**config.mk**
```make
export PLATFORM = sky130hd
export DESIGN_NAME = imm_encoder_loader_flat
export DESIGN_NICKNAME = d
export VERILOG_FILES = /design/src/rtl/imm_encoder_loader_if.sv /design/src/rtl/imm_encoder_loader.sv /design/src/flat_wrapper.sv
export SDC_FILE = /design/constraint.sdc
export NUM_CORES = 1
export LEC_CHECK = 0
export ABC_CLOCK_PERIOD_IN_PS = 3730
export BUFFER_PORTS_ARGS = -buffer_cell sky130_fd_sc_hd__buf_4
export CAP_MARGIN = 20
export CELL_PAD_IN_SITES_DETAIL_PLACEMENT = 1
export CELL_PAD_IN_SITES_GLOBAL_PLACEMENT = 1
export CORE_ASPECT_RATIO = 1.4
export CORE_MARGIN = 3
export CORE_UTILIZATION = 46
export CTS_BUF_LIST = sky130_fd_sc_hd__clkbuf_8
export DETAILED_ROUTE_END_ITERATION = 6
export PLACE_DENSITY_LB_ADDON = 0.1
export SETUP_SLACK_MARGIN = 0.05
export SLEW_MARGIN = 25
export SYNTH_ARGS = -nofsm -noshare
export SYNTH_HDL_FRONTEND = slang
export SYNTH_SLANG_ARGS = --single-unit
```
**constraint.sdc**
```tcl
create_clock -name clk -period 3.73 [get_ports clk]
set_input_delay 0.746 -clock clk [delete_from_list [all_inputs] [get_ports clk]]
set_output_delay 0.746 -clock clk [all_outputs]
set_load 0.01 [all_outputs]
```
**src/rtl/imm_encoder_loader_if.sv**
```systemverilog
// ---------------------------------------------------------------------------
// imm_encoder_loader_if
// Bundles the loader's two bus-facing channels:
//   request channel : req_valid/req_ready handshake carrying immsrc, the base
//                     instruction and the signed immediate to encode.
//   memory channel  : we/waddr/wdata write request closed by wr_ack.
// slave  modport : the loader itself (accepts requests, issues writes).
// master modport : the host/debug side plus the instruction memory.
// ---------------------------------------------------------------------------
interface imm_encoder_loader_if #(
    parameter int ADDR_WIDTH = 8
);
    logic                  req_valid;
    logic                  req_ready;
    logic [1:0]            req_immsrc;
    logic [31:0]           req_base;
    logic [31:0]           req_imm;
    logic                  we;
    logic [ADDR_WIDTH-1:0] waddr;
    logic [31:0]           wdata;
    logic                  wr_ack;

    modport slave (
        input  req_valid, req_immsrc, req_base, req_imm, wr_ack,
        output req_ready, we, waddr, wdata
    );

    modport master (
        output req_valid, req_immsrc, req_base, req_imm, wr_ack,
        input  req_ready, we, waddr, wdata
    );
endinterface

```
**src/rtl/imm_encoder_loader.sv**
```systemverilog
// ---------------------------------------------------------------------------
// imm_encoder_loader
// Loads instruction memory from a host/debug port. Each request supplies a
// base instruction, a signed immediate and an immsrc format (I/S/B/J). The
// immediate is range/alignment checked, scattered into the format's bit
// positions and written to an auto-incrementing word address.
// Ports:
//   clk      - clock, rising-edge
//   reset    - asynchronous reset, active-low
//   clear    - synchronous clear: abort write, reload address, clear flags
//   bus      - request + memory write channels (slave modport)
//   err      - sticky error flag (first error is kept)
//   err_code - 00 none, 01 range, 10 misaligned, 11 full
//   full     - all 2^ADDR_WIDTH words have been written
//   count    - words written since reset/clear
// ---------------------------------------------------------------------------
module imm_encoder_loader #(
    parameter int          ADDR_WIDTH = 8,
    parameter int unsigned BASE_ADDR  = 0
) (
    input  logic                  clk,
    input  logic                  reset,
    input  logic                  clear,
    imm_encoder_loader_if.slave   bus,
    output logic                  err,
    output logic [1:0]            err_code,
    output logic                  full,
    output logic [ADDR_WIDTH:0]   count
);
    localparam logic [ADDR_WIDTH-1:0] BASE     = ADDR_WIDTH'(BASE_ADDR);
    localparam logic [ADDR_WIDTH:0]   CAPACITY = {1'b1, {ADDR_WIDTH{1'b0}}};

    localparam logic [1:0] FMT_I = 2'b00;
    localparam logic [1:0] FMT_S = 2'b01;
    localparam logic [1:0] FMT_B = 2'b10;

    localparam logic [1:0] ERR_NONE  = 2'b00;
    localparam logic [1:0] ERR_RANGE = 2'b01;
    localparam logic [1:0] ERR_ALIGN = 2'b10;
    localparam logic [1:0] ERR_FULL  = 2'b11;

    typedef enum logic [1:0] {IDLE, ENCODE, WRITE} state_t;

    state_t                state_q,    state_d;
    logic [1:0]            immsrc_q,   immsrc_d;
    logic [31:0]           base_q,     base_d;
    logic [31:0]           imm_q,      imm_d;
    logic [31:0]           wdata_q,    wdata_d;
    logic [ADDR_WIDTH-1:0] waddr_q,    waddr_d;
    logic                  err_q,      err_d;
    logic [1:0]            err_code_q, err_code_d;
    logic                  full_q,     full_d;
    logic [ADDR_WIDTH:0]   count_q,    count_d;

    logic [31:0] enc_word;
    logic        range_ok;
    logic [1:0]  fault_code;

    // Scatter the immediate into the format's fields and check that it fits:
    // the bits above the encodable field must be a pure sign extension.
    always_comb begin
        enc_word = base_q;
        range_ok = 1'b0;
        case (immsrc_q)
            FMT_I: begin
                enc_word[31:20] = imm_q[11:0];
                range_ok = (&imm_q[31:11]) | ~(|imm_q[31:11]);
            end
            FMT_S: begin
                enc_word[31:25] = imm_q[11:5];
                enc_word[11:7]  = imm_q[4:0];
                range_ok = (&imm_q[31:11]) | ~(|imm_q[31:11]);
            end
            FMT_B: begin
                enc_word[31]    = imm_q[12];
                enc_word[30:25] = imm_q[10:5];
                enc_word[11:8]  = imm_q[4:1];
                enc_word[7]     = imm_q[11];
                range_ok = (&imm_q[31:12]) | ~(|imm_q[31:12]);
            end
            default: begin
                enc_word[31]    = imm_q[20];
                enc_word[30:21] = imm_q[10:1];
                enc_word[20]    = imm_q[11];
                enc_word[19:12] = imm_q[19:12];
                range_ok = (&imm_q[31:20]) | ~(|imm_q[31:20]);
            end
        endcase

        // Priority: full, then misalignment (B/J only), then range.
        if (full_q)
            fault_code = ERR_FULL;
        else if (immsrc_q[1] && imm_q[0])
            fault_code = ERR_ALIGN;
        else if (!range_ok)
            fault_code = ERR_RANGE;
        else
            fault_code = ERR_NONE;
    end

    always_comb begin
        state_d    = state_q;
        immsrc_d   = immsrc_q;
        base_d     = base_q;
        imm_d      = imm_q;
        wdata_d    = wdata_q;
        waddr_d    = waddr_q;
        err_d      = err_q;
        err_code_d = err_code_q;
        full_d     = full_q;
        count_d    = count_q;

        unique case (state_q)
            IDLE: begin
                if (bus.req_valid) begin
                    immsrc_d = bus.req_immsrc;
                    base_d   = bus.req_base;
                    imm_d    = bus.req_imm;
                    state_d  = ENCODE;
                end
            end
            ENCODE: begin
                if (fault_code != ERR_NONE) begin
                    // Only the first error is latched until clear/reset.
                    if (!err_q) begin
                        err_d      = 1'b1;
                        err_code_d = fault_code;
                    end
                    state_d = IDLE;
                end else begin
                    wdata_d = enc_word;
                    state_d = WRITE;
                end
            end
            WRITE: begin
                if (bus.wr_ack) begin
                    waddr_d = waddr_q + 1'b1;
                    count_d = count_q + 1'b1;
                    full_d  = ((count_q + 1'b1) == CAPACITY);
                    state_d = IDLE;
                end
            end
            default: state_d = IDLE;
        endcase

        // Clear overrides everything, including a same-cycle handshake.
        if (clear) begin
            state_d    = IDLE;
            waddr_d    = BASE;
            count_d    = '0;
            full_d     = 1'b0;
            err_d      = 1'b0;
            err_code_d = ERR_NONE;
        end
    end

    always_ff @(posedge clk or negedge reset) begin
        if (!reset) begin
            state_q    <= IDLE;
            immsrc_q   <= 2'b00;
            base_q     <= '0;
            imm_q      <= '0;
            wdata_q    <= '0;
            waddr_q    <= BASE;
            err_q      <= 1'b0;
            err_code_q <= ERR_NONE;
            full_q     <= 1'b0;
            count_q    <= '0;
        end else begin
            state_q    <= state_d;
            immsrc_q   <= immsrc_d;
            base_q     <= base_d;
            imm_q      <= imm_d;
            wdata_q    <= wdata_d;
            waddr_q    <= waddr_d;
            err_q      <= err_d;
            err_code_q <= err_code_d;
            full_q     <= full_d;
            count_q    <= count_d;
        end
    end

    assign bus.req_ready = (state_q == IDLE);
    assign bus.we        = (state_q == WRITE);
    assign bus.waddr     = waddr_q;
    assign bus.wdata     = wdata_q;
    assign err           = err_q;
    assign err_code      = err_code_q;
    assign full          = full_q;
    assign count         = count_q;
endmodule

```
**src/flat_wrapper.sv**
```systemverilog
// flat-port wrapper written by rule: the top's interface ports become plain ports
module imm_encoder_loader_flat 
#(
    parameter int          ADDR_WIDTH = 8,
    parameter int unsigned BASE_ADDR  = 0
)
  (clk, reset, clear, err, err_code, full, count, bus_req_valid, bus_req_immsrc, bus_req_base, bus_req_imm, bus_wr_ack, bus_req_ready, bus_we, bus_waddr, bus_wdata);
  imm_encoder_loader_if #(.ADDR_WIDTH(ADDR_WIDTH)) bus_i ();
  input  logic clk;
  input  logic reset;
  input  logic clear;
  output logic err;
  output logic [1:0] err_code;
  output logic full;
  output logic [ADDR_WIDTH:0] count;
  input wire logic [$bits(bus_i.req_valid)-1:0] bus_req_valid;
  input wire logic [$bits(bus_i.req_immsrc)-1:0] bus_req_immsrc;
  input wire logic [$bits(bus_i.req_base)-1:0] bus_req_base;
  input wire logic [$bits(bus_i.req_imm)-1:0] bus_req_imm;
  input wire logic [$bits(bus_i.wr_ack)-1:0] bus_wr_ack;
  output wire logic [$bits(bus_i.req_ready)-1:0] bus_req_ready;
  output wire logic [$bits(bus_i.we)-1:0] bus_we;
  output wire logic [$bits(bus_i.waddr)-1:0] bus_waddr;
  output wire logic [$bits(bus_i.wdata)-1:0] bus_wdata;
  assign bus_i.req_valid = bus_req_valid;
  assign bus_i.req_immsrc = bus_req_immsrc;
  assign bus_i.req_base = bus_req_base;
  assign bus_i.req_imm = bus_req_imm;
  assign bus_i.wr_ack = bus_wr_ack;
  assign bus_req_ready = bus_i.req_ready;
  assign bus_we = bus_i.we;
  assign bus_waddr = bus_i.waddr;
  assign bus_wdata = bus_i.wdata;
  imm_encoder_loader #(.ADDR_WIDTH(ADDR_WIDTH), .BASE_ADDR(BASE_ADDR)) u_core (.clk(clk), .reset(reset), .clear(clear), .bus(bus_i), .err(err), .err_code(err_code), .full(full), .count(count));
endmodule
```
==> results.txt, run 1 <==
The area of all placed cells without fillers is 0.00661 mm². The global routing met3 resource utilization came out at under 10%. Averaged over all synthesized cells, the footprint is 12.9 µm². The most utilized layer in the global route result is met2. Clock skew on the completed layout was measured at 11.9 ps. The synthesized design devotes to its leading area cell type 55.2% of total area. In the synthesized netlist, the number of instances is 400. Static timing analysis puts the maximum clock frequency at 384 MHz. The number of antenna diodes is 0. The worst-skew pair later-pin latency came out at between 400 and 500 ps.

The largest total area in the synthesized netlist belongs to dfrtp_1. The slew at the pin closest to its max-slew limit is just over 800 ps. The via count normalized by instance count came out at 5.31. The ratio of cells with drive above 1 in the final layout is 46.9%. The flip-flop and latch count after synthesis is 114. The H-tree was split into 4 levels.

The quantity of I/O buffers inserted on ports is 118. The critical path endpoint category is a register. The area of the core is about 0.011 mm². The most used flip-flop cell after synthesis is dfrtp_1. For this configuration, the core starts out at a cell density of 47.3%.

Gates resized during post-CTS repair numbered 0. The via count came out at 3,613. Dividing total power by cell area gives a power density of 441 mW/mm².

Fill cells in the final layout number between 1,000 and 1,500. The global route total overflow came out at 0. The detailed-routing iteration count for the pre-antenna-repair pass came out at 4. The multi-input gate area in the final layout came out at approximately 0.0022 mm².

The leakage power figure is around 0.0032 µW. The area growth from synthesis to layout is 27.8%. The first-iteration detailed-routing DRC count is 128.

The number of post-CTS setup repair buffers came out at 0. The pin count of the biggest net entering global routing is 66. For this run, the post-layout net count is 605.

The run finished with clean final reports. The maximum root-to-sink buffer count came out at 2. The number of max-slew violations in the final report came out at 0.

The switching fraction of total power is 25.1%. Clock-pin slew was measured on the worst setup and hold paths at 70 ps. Combinational cells account for a little under an eighth of the total power. The async set-or-reset flop fraction in the synthesized netlist came out at 100%. The combined area of all synthesized cells is 0.00517 mm². The clock network is responsible for 40.6% of the overall power.

The number of antenna violations at the first check in global routing is 0. The net switching power figure is 730 µW. The worst setup path is of the register to register kind. The post-route fraction of the period consumed by the critical path is 69.8%. Headroom to the max-slew limit came out at 44.8%. Data arrives at the worst endpoint at slightly below 3000 ps. The die boundary width is around 96 µm.

The post-route minimum period came out at 2600 ps. For this design, the sink count on the clock tree is 114. The sequential cell area is between 0.002 and 0.003 mm². The peak supply drop came out at 0.000304 V. The top-level I/O count came out at 126. The number of maximum-capacitance violations is 0. In this run the cell area measured after placement is 0.00619 mm². The number of global-route vias before repair came out at around 4,000.

The number of CTS-inserted buffers is 17. Summing the sequential cell areas from Yosys gives 55.2% of the chip area. The number of unique standard cell types used by synthesis came out at 43. Yosys attributes the largest share of cell area to dfrtp_1, mux2_2, mux2_4.

The final count of negative-setup-slack endpoints came out at 0. For this run, global-route usage on met1 was measured as around 24%. The largest fanout on the critical path is 16.

The global routing met2 resource utilization is 36.7%. The post-detailed-placement half-perimeter wirelength came out at 8.70 mm. After routing, the total negative slack on setup checks comes to 0 ps. The number of nets with antenna violations after detailed routing is 0. The row count is 45. The root buffer cell chosen for the clock tree is clkbuf_8.

The overall routing resource usage came out at 21.0%. TritonCTS built the clock tree. The first global-routing pass estimated ~20 mm of wire. The min-delay analysis places its worst path in the category primary input to asynchronous set/reset pin.

The count of hold buffers inserted by post-cts repair came out at 0. The total internal power is 2180 µW. The die covers 0.0126 mm². Counting flops with a built-in enable in the synthesized netlist gives 0.

The critical path required time is 4030 ps. The die is 131 µm tall. The number of design rule violations left after detail routing is 0.

The total wirelength of the detailed-routed design is 12.2 mm. Registers are responsible for 48.0% of the overall power. Setup repair after global routing left no endpoint under its margin. The worst setup path is launched from a register. For this run, the number of Yosys warnings is 0.

The average wire per cell in the routed design came out at between 15 and 20 µm. The final weighted congestion of routability-driven global placement is 0.738. The number of nets produced by synthesis came out at 478. The final hold violation count came out at 0.
-- state kept, by name, summed over array words and instances (netlist names), 2 cells and up --
name and flops:
u_core.base_q 25, u_core.imm_q 32, u_core.count 9, u_core.state_q 2, u_core.bus.waddr 8, u_core.err_code 2
u_core.bus.wdata 32, u_core.immsrc_q 2
-- routing by layer --
layer	share of wire [%]	vias to the layer above
li1	-	1687
met1	39	1837
met2	55	79
met3	5.4	10
met4	1.0	0
met5	0	-
-- metrics by stage --
step                hold WS (ps)  utilization (%)  instances  setup WS, ps  power [µW]
floorplan                    450                -        400          1570        1600
global placement             485             56.7        649          1180        1740
detailed placement           494             56.7        649          1110        1760
CTS                          374             60.5        681          1100        2960
global route                 402             60.5        681           986        3060
finish                       377             60.5        681          1130        2910
-- final timing paths --
check | start | end | slack (ps) | cells past startpoint
setup / recovery | u_core.immsrc_q[1]$_DFFE_PN0P_ | u_core.bus.wdata[31]$_DFFE_PN0P_ | 1130 | 8
hold / removal | reset | u_core.bus.waddr[3]$_DFFE_PN0P_ | 380 | 1
setup reg to reg | u_core.immsrc_q[1]$_DFFE_PN0P_ | u_core.bus.wdata[31]$_DFFE_PN0P_ | 1130 | 8
hold reg to reg | u_core.base_q[2]$_DFFE_PN0P_ | u_core.bus.wdata[2]$_DFFE_PN0P_ | 500 | 1
max in group asynchronous | reset | u_core.imm_q[10]$_DFFE_PN0P_ | 2560 | 2
min in group clk | u_core.base_q[2]$_DFFE_PN0P_ | u_core.bus.wdata[2]$_DFFE_PN0P_ | 500 | 1
-- critical path, stage by stage (launching register included) --
cell and delay (ps):
dfrtp_1 430, ha_1 200, buf_4 190, or2_1 310, nor2_1 280, a21oi_2 80, o311ai_4 230, buf_4 370
mux2_2 380
-- synthesized netlist by cell type (2+ instances only) --
library cell   instances
xnor2_1                4
mux2_4                29
nor2_1                25
and2b_2                2
a22oi_1                3
a22o_1                 4
mux2_2                64
dlygate4sd3_1          2
buf_6                  3
nor2b_1                3
o21ai_0               15
nand3_1                7
nand4_1               12
nor4_1                 6
dfrtp_1              114
a21oi_1                9
a311oi_1               2
or3_1                  6
xor2_1                 9
and3_1                 2
inv_1                  9
ha_1                   7
nor3_1                 2
and2_1                 3
o22ai_1                5
clkbuf_1              10
nand2_1               27
-- power groups by stage --
| stage | Sequential (µW) | Clock, µW | Combinational (µW) |
|---|---|---|---|
| after global routing | 1410 | 1280 | 370 |
| after floorplan | 1400 | 0 | 207 |
| after CTS | 1400 | 1220 | 340 |
| after detailed placement | 1420 | 0 | 338 |
| after global placement | 1410 | 0 | 325 |
| final | 1400 | 1180 | 332 |
-- cell type report --
cell class / instances / area share (%)
sequential: 114 / 43.2
timing repair buffer: 123 / 14.2
clock inverter: 14 / 2.50
inverter: 9 / 0.511
tap: 141 / 2.67
clock buffer: 18 / 3.75
multi-input combinational: 262 / 33.2
-- layout by cell type (no fill, tap or decap), types with 3 or more instances in the layout --
cell,Yosys,routed
mux2_2,64,64
a21oi_1,9,9
nor2_1,25,25
clkinv_4,0,3
bufinv_16,0,3
clkinv_2,0,3
nand4_1,12,12
a22oi_1,3,3
mux2_4,29,29
a22o_1,4,4
clkinvlp_4,0,4
nand2_1,27,27
or3_1,6,6
buf_4,0,122
nand3_1,7,7
nor4_1,6,6
dfrtp_1,114,114
o21ai_0,15,15
inv_1,9,10
ha_1,7,7
xnor2_1,4,4
xor2_1,9,9
o22ai_1,5,5
clkbuf_8,0,18
nor2b_1,3,3
-- cell families (layout without fill, tap and decap cells) --
kind of cell | after synthesis | in the layout | synth area share (%)
xor gates and xnor gates | 13 | 13 | 2.20
adders and majority gates | 7 | 7 | 1.69
buffers and inverters | 24 | 164 | 2.42
AOI/OAI and AO/OA | 47 | 47 | 6.20
DFF | 114 | 114 | 55.2
and+or+nand+nor | 101 | 101 | 9.75
muxes | 94 | 94 | 22.6
Power figures use the tool's default switching activity.
==> run 2, diff against run 1 <==
--- a/config.mk
+++ b/config.mk
@@ -5,14 +5,15 @@
 export SDC_FILE = /design/constraint.sdc
 export NUM_CORES = 1
 export LEC_CHECK = 0
-export ABC_CLOCK_PERIOD_IN_PS = 3730
+export ABC_AREA = 1
+export ABC_CLOCK_PERIOD_IN_PS = 2600
 export BUFFER_PORTS_ARGS = -buffer_cell sky130_fd_sc_hd__buf_4
 export CAP_MARGIN = 20
 export CELL_PAD_IN_SITES_DETAIL_PLACEMENT = 1
 export CELL_PAD_IN_SITES_GLOBAL_PLACEMENT = 1
 export CORE_ASPECT_RATIO = 1.4
 export CORE_MARGIN = 3
-export CORE_UTILIZATION = 46
+export CORE_UTILIZATION = 41
 export CTS_BUF_LIST = sky130_fd_sc_hd__clkbuf_8
 export DETAILED_ROUTE_END_ITERATION = 6
 export PLACE_DENSITY_LB_ADDON = 0.1
==> constraint.sdc (replaced) <==
create_clock -name clk -period 2.6 [get_ports clk]
set_input_delay 0.52 -clock clk [delete_from_list [all_inputs] [get_ports clk]]
set_output_delay 0.52 -clock clk [all_outputs]
set_load 0.01 [all_outputs]
==> run 2 against run 1 <==
  * Register-to-register slack worse by 620 ps
  * Combinational power is 59% higher
  * Critical endpoint is now u_core.bus.wdata[24]$_DFFE_PN0P_
  * Via count is 16% higher
  * Hold slack worse by 300 ps
==> results.txt, run 2 <==
The worst-case setup slack after placement came out at 479 ps. The power density relative to cell area came out at ~620 mW/mm². The global route total overflow came out at 0.

The cell type with the highest aggregate area in the netlist is dfrtp_1. The launching element of the worst setup path is u_core.immsrc_q[1]$_DFFE_PN0P_. The die footprint came out at 0.0139 mm². In this run, the number of DRC markers left after iteration 0 of detailed routing was between 100 and 150. The class of the most critical hold timing path is primary input to asynchronous set/reset pin.

At the worst endpoint, the arrival time is 2380 ps. The run finished with clean final reports. Derived from the worst setup path, the maximum achievable clock frequency is 477 MHz. The overall routing resource usage came out at about 20%. The sum of routed wire segments on met1 came out at 5.08 mm. Measured along the x axis, the die boundary spans 100 µm.

The largest fanout on the critical path is 52. The top-level I/O count is 126. The number of unique standard cell types used by synthesis came out at 34. Ranked by total cell area, the synthesized netlist is headed by dfrtp_1, nand2_1, nor2_1. The clock arrives with 8.67 ps of skew. For this run, the post-layout net count is 754. The share of synthesized area occupied by flip-flops and latches is a little under three fifths. The mean instance size in the synthesized netlist is 9.28 µm². The area growth from synthesis to layout is 27.5%.

The number of design rule violations left after detail routing is 0. For this run, the detailed router's first-pass iteration total came to 4. After clock tree synthesis, the clock-pin slew on the worst setup and hold paths is 70 ps.

The worst register-to-register path ends at u_core.bus.wdata[24]$_DFFE_PN0P_. CTS placed an instance of clkbuf_8 at the clock tree root. The pin count of the biggest net entering global routing came out at 53.

The most frequently used flop master after synthesis is dfrtp_1. The clock drives 114 sinks. The clock tree from TritonCTS is yes. The initial standard-cell utilization of the core is 42.6%. The total wirelength of the detailed-routed design came out at ~13 mm. The minimum setup slack in the final design is 502 ps.

By count the netlist is led by dfrtp_1, nand2_1, nor2_1. Detailed placement ended at an HPWL of approximately 9.6 mm. The worst setup path is launched from a register.

Setup repair after global routing left no endpoint under its margin. The number of antenna diodes is 0. Counting every net in the synthesized netlist gives 629. Routed signal wires occupy layers up through met4. Once layout is complete, the utilization of the core stands at between 50% and 60%.

Counting flops and latches in the post-synthesis netlist gives around 110. The top cell types in the final layout, fill and taps aside, are buf_4, dfrtp_1, nand2_1. The quantity of I/O buffers inserted on ports is 118. TritonCTS created 17 clock buffers.

The placed instances occupy a cell area of 0.00615 mm². VDD sags by at most 0.000387 V. The worst-skew pair later-pin latency is 420 ps. The area of all placed cells without fillers came out at ~0.0065 mm². The critical path ends at u_core.bus.wdata[24]$_DFFE_PN0P_.

The number of post-CTS setup repair buffers came out at 0. The final hold violation count came to 0. The first global-routing pass estimated 21.6 mm of wire. After detailed routing, the average wire length per cell comes to 15.6 µm.

The ratio of cells with drive above 1 in the final layout came out at 29.7%. The final weighted congestion of routability-driven global placement is 0.766. The final sum of negative setup slack came out at 0 ps.

The leakage power figure came out at 0.00336 µW. The top cell type's share of synthesized area is 55.8%. The number of global-route vias before repair came to roughly 4,500.

The row count came out at 47. The number of enable-type register cells in the synthesized netlist came out at 0. The number of maximum-capacitance violations is 0.

The async set-or-reset flop fraction in the synthesized netlist is 100%. The wire length on met3 is 553 µm. Using the TritonRoute via totals, the vias-per-cell ratio works out to 5.01.

The post-route fraction of the period consumed by the critical path came out at 80.7%. The slew at the pin closest to its max-slew limit came out at 536 ps. Synthesis handed over a netlist of ~550 instances. The critical path endpoint category is a register. The startpoint of the lowest-slack register-to-register path is u_core.immsrc_q[1]$_DFFE_PN0P_. The count of hold buffers inserted by post-cts repair came out at 0. In this run the remaining antenna-violating nets after routing total 0. After clock tree synthesis, the repair step resized 0 gates.

The library cell used most frequently in the layout, excluding fill and tap cells, is buf_4. The maximum root-to-sink buffer count is 2. After detailed routing, the met2 layer carries 7.27 mm of wire. The register-to-register setup slack came out at about 500 ps.

The number of warnings printed during yosys synthesis is 0. The via count is 4,186. The critical path is of the register to register type.

The cell count of the worst reg-to-reg path is 14. The H-tree depth is 4. The final count of negative-setup-slack endpoints is 0.

Yosys instantiated no cell more often than dfrtp_1. The number of max-slew violations in the final report came to 0. Headroom to the max-slew limit came out at between 60% and 70%. The filler cell count came out at 1,432. The area of the core is 0.0120 mm². The number of antenna violations at the first check in global routing came out at 0. The post-route minimum period is 2100 ps. The design draws 4030 µW. The die extent in y came out at between 100 and 150 µm. The combined area of all synthesized cells is around 0.0051 mm².

The critical path required time is 2890 ps.
run 2: logic make-up (layout without fill, tap and decap cells):
logic type / count (synthesis) / after routing / synth area share [%]
AOI/OAI and AO/OA: 118 / 118 / 13.8
and+or+nand+nor: 201 / 201 / 16.4
muxes: 19 / 19 / 4.16
adders and majority gates: 7 / 7 / 1.71
buffers and inverters: 88 / 225 / 7.49
DFF: 114 / 114 / 55.8
xor gates and xnor gates: 4 / 4 / 0.685
run 2: worst min-delay path by stage:
stage,from,end
final,reset,u_core.base_q[3]$_DFFE_PN0P_
after global routing,reset,u_core.base_q[3]$_DFFE_PN0P_
after CTS,reset,u_core.base_q[3]$_DFFE_PN0P_
after detailed placement,u_core.bus.wdata[9]$_DFFE_PN0P_,u_core.bus.wdata[9]$_DFFE_PN0P_
after global placement,u_core.bus.wdata[2]$_DFFE_PN0P_,u_core.bus.wdata[2]$_DFFE_PN0P_
after floorplan,reset,u_core.base_q[0]$_DFFE_PN0P_
run 2: where the power goes:
part	switching, µW	total (µW)	internal (µW)
Combinational	311	529	217
Clock	671	1530	857
Sequential	76.6	1970	1890
Total	1060	4030	2970
run 2: cell type report:
cell class / count / area [µm²] / area share (%)
multi-input combinational: 349 / 1880 / 28.9
tap: 147 / 184 / 2.82
inverter: 67 / 251 / 3.86
clock buffer: 22 / 303 / 4.65
clock inverter: 9 / 65.1 / 0.998
timing repair buffer: 127 / 978 / 15.0
sequential: 114 / 2850 / 43.8
run 2: per-stage QoR:
step	std cells	hold slack, ps
after global routing	835	75.0
after global placement	804	467
after CTS	835	64.1
final	835	76.5
after detailed placement	804	476
after floorplan	551	224
run 2: worst max-delay path: stages (launching register included):
cell and delay (ps):
dfrtp_1 440, ha_1 230, inv_2 190, nand2_1 90
nor2_1 90, nand2_1 50, nor2_1 80, nand2_1 60
nand3_1 90, nand2_1 70, nand2_2 70, nand3_2 100
buf_12 230, nor2_1 120, a21oi_1 50
run 2: layer usage:
layer / track usage, % / vias to the layer above
li1: - / 2032
met3: 5.65 / 8
met2: 35.9 / 82
met4: 5.82 / 0
met5: 0 / -
met1: 21.7 / 2064
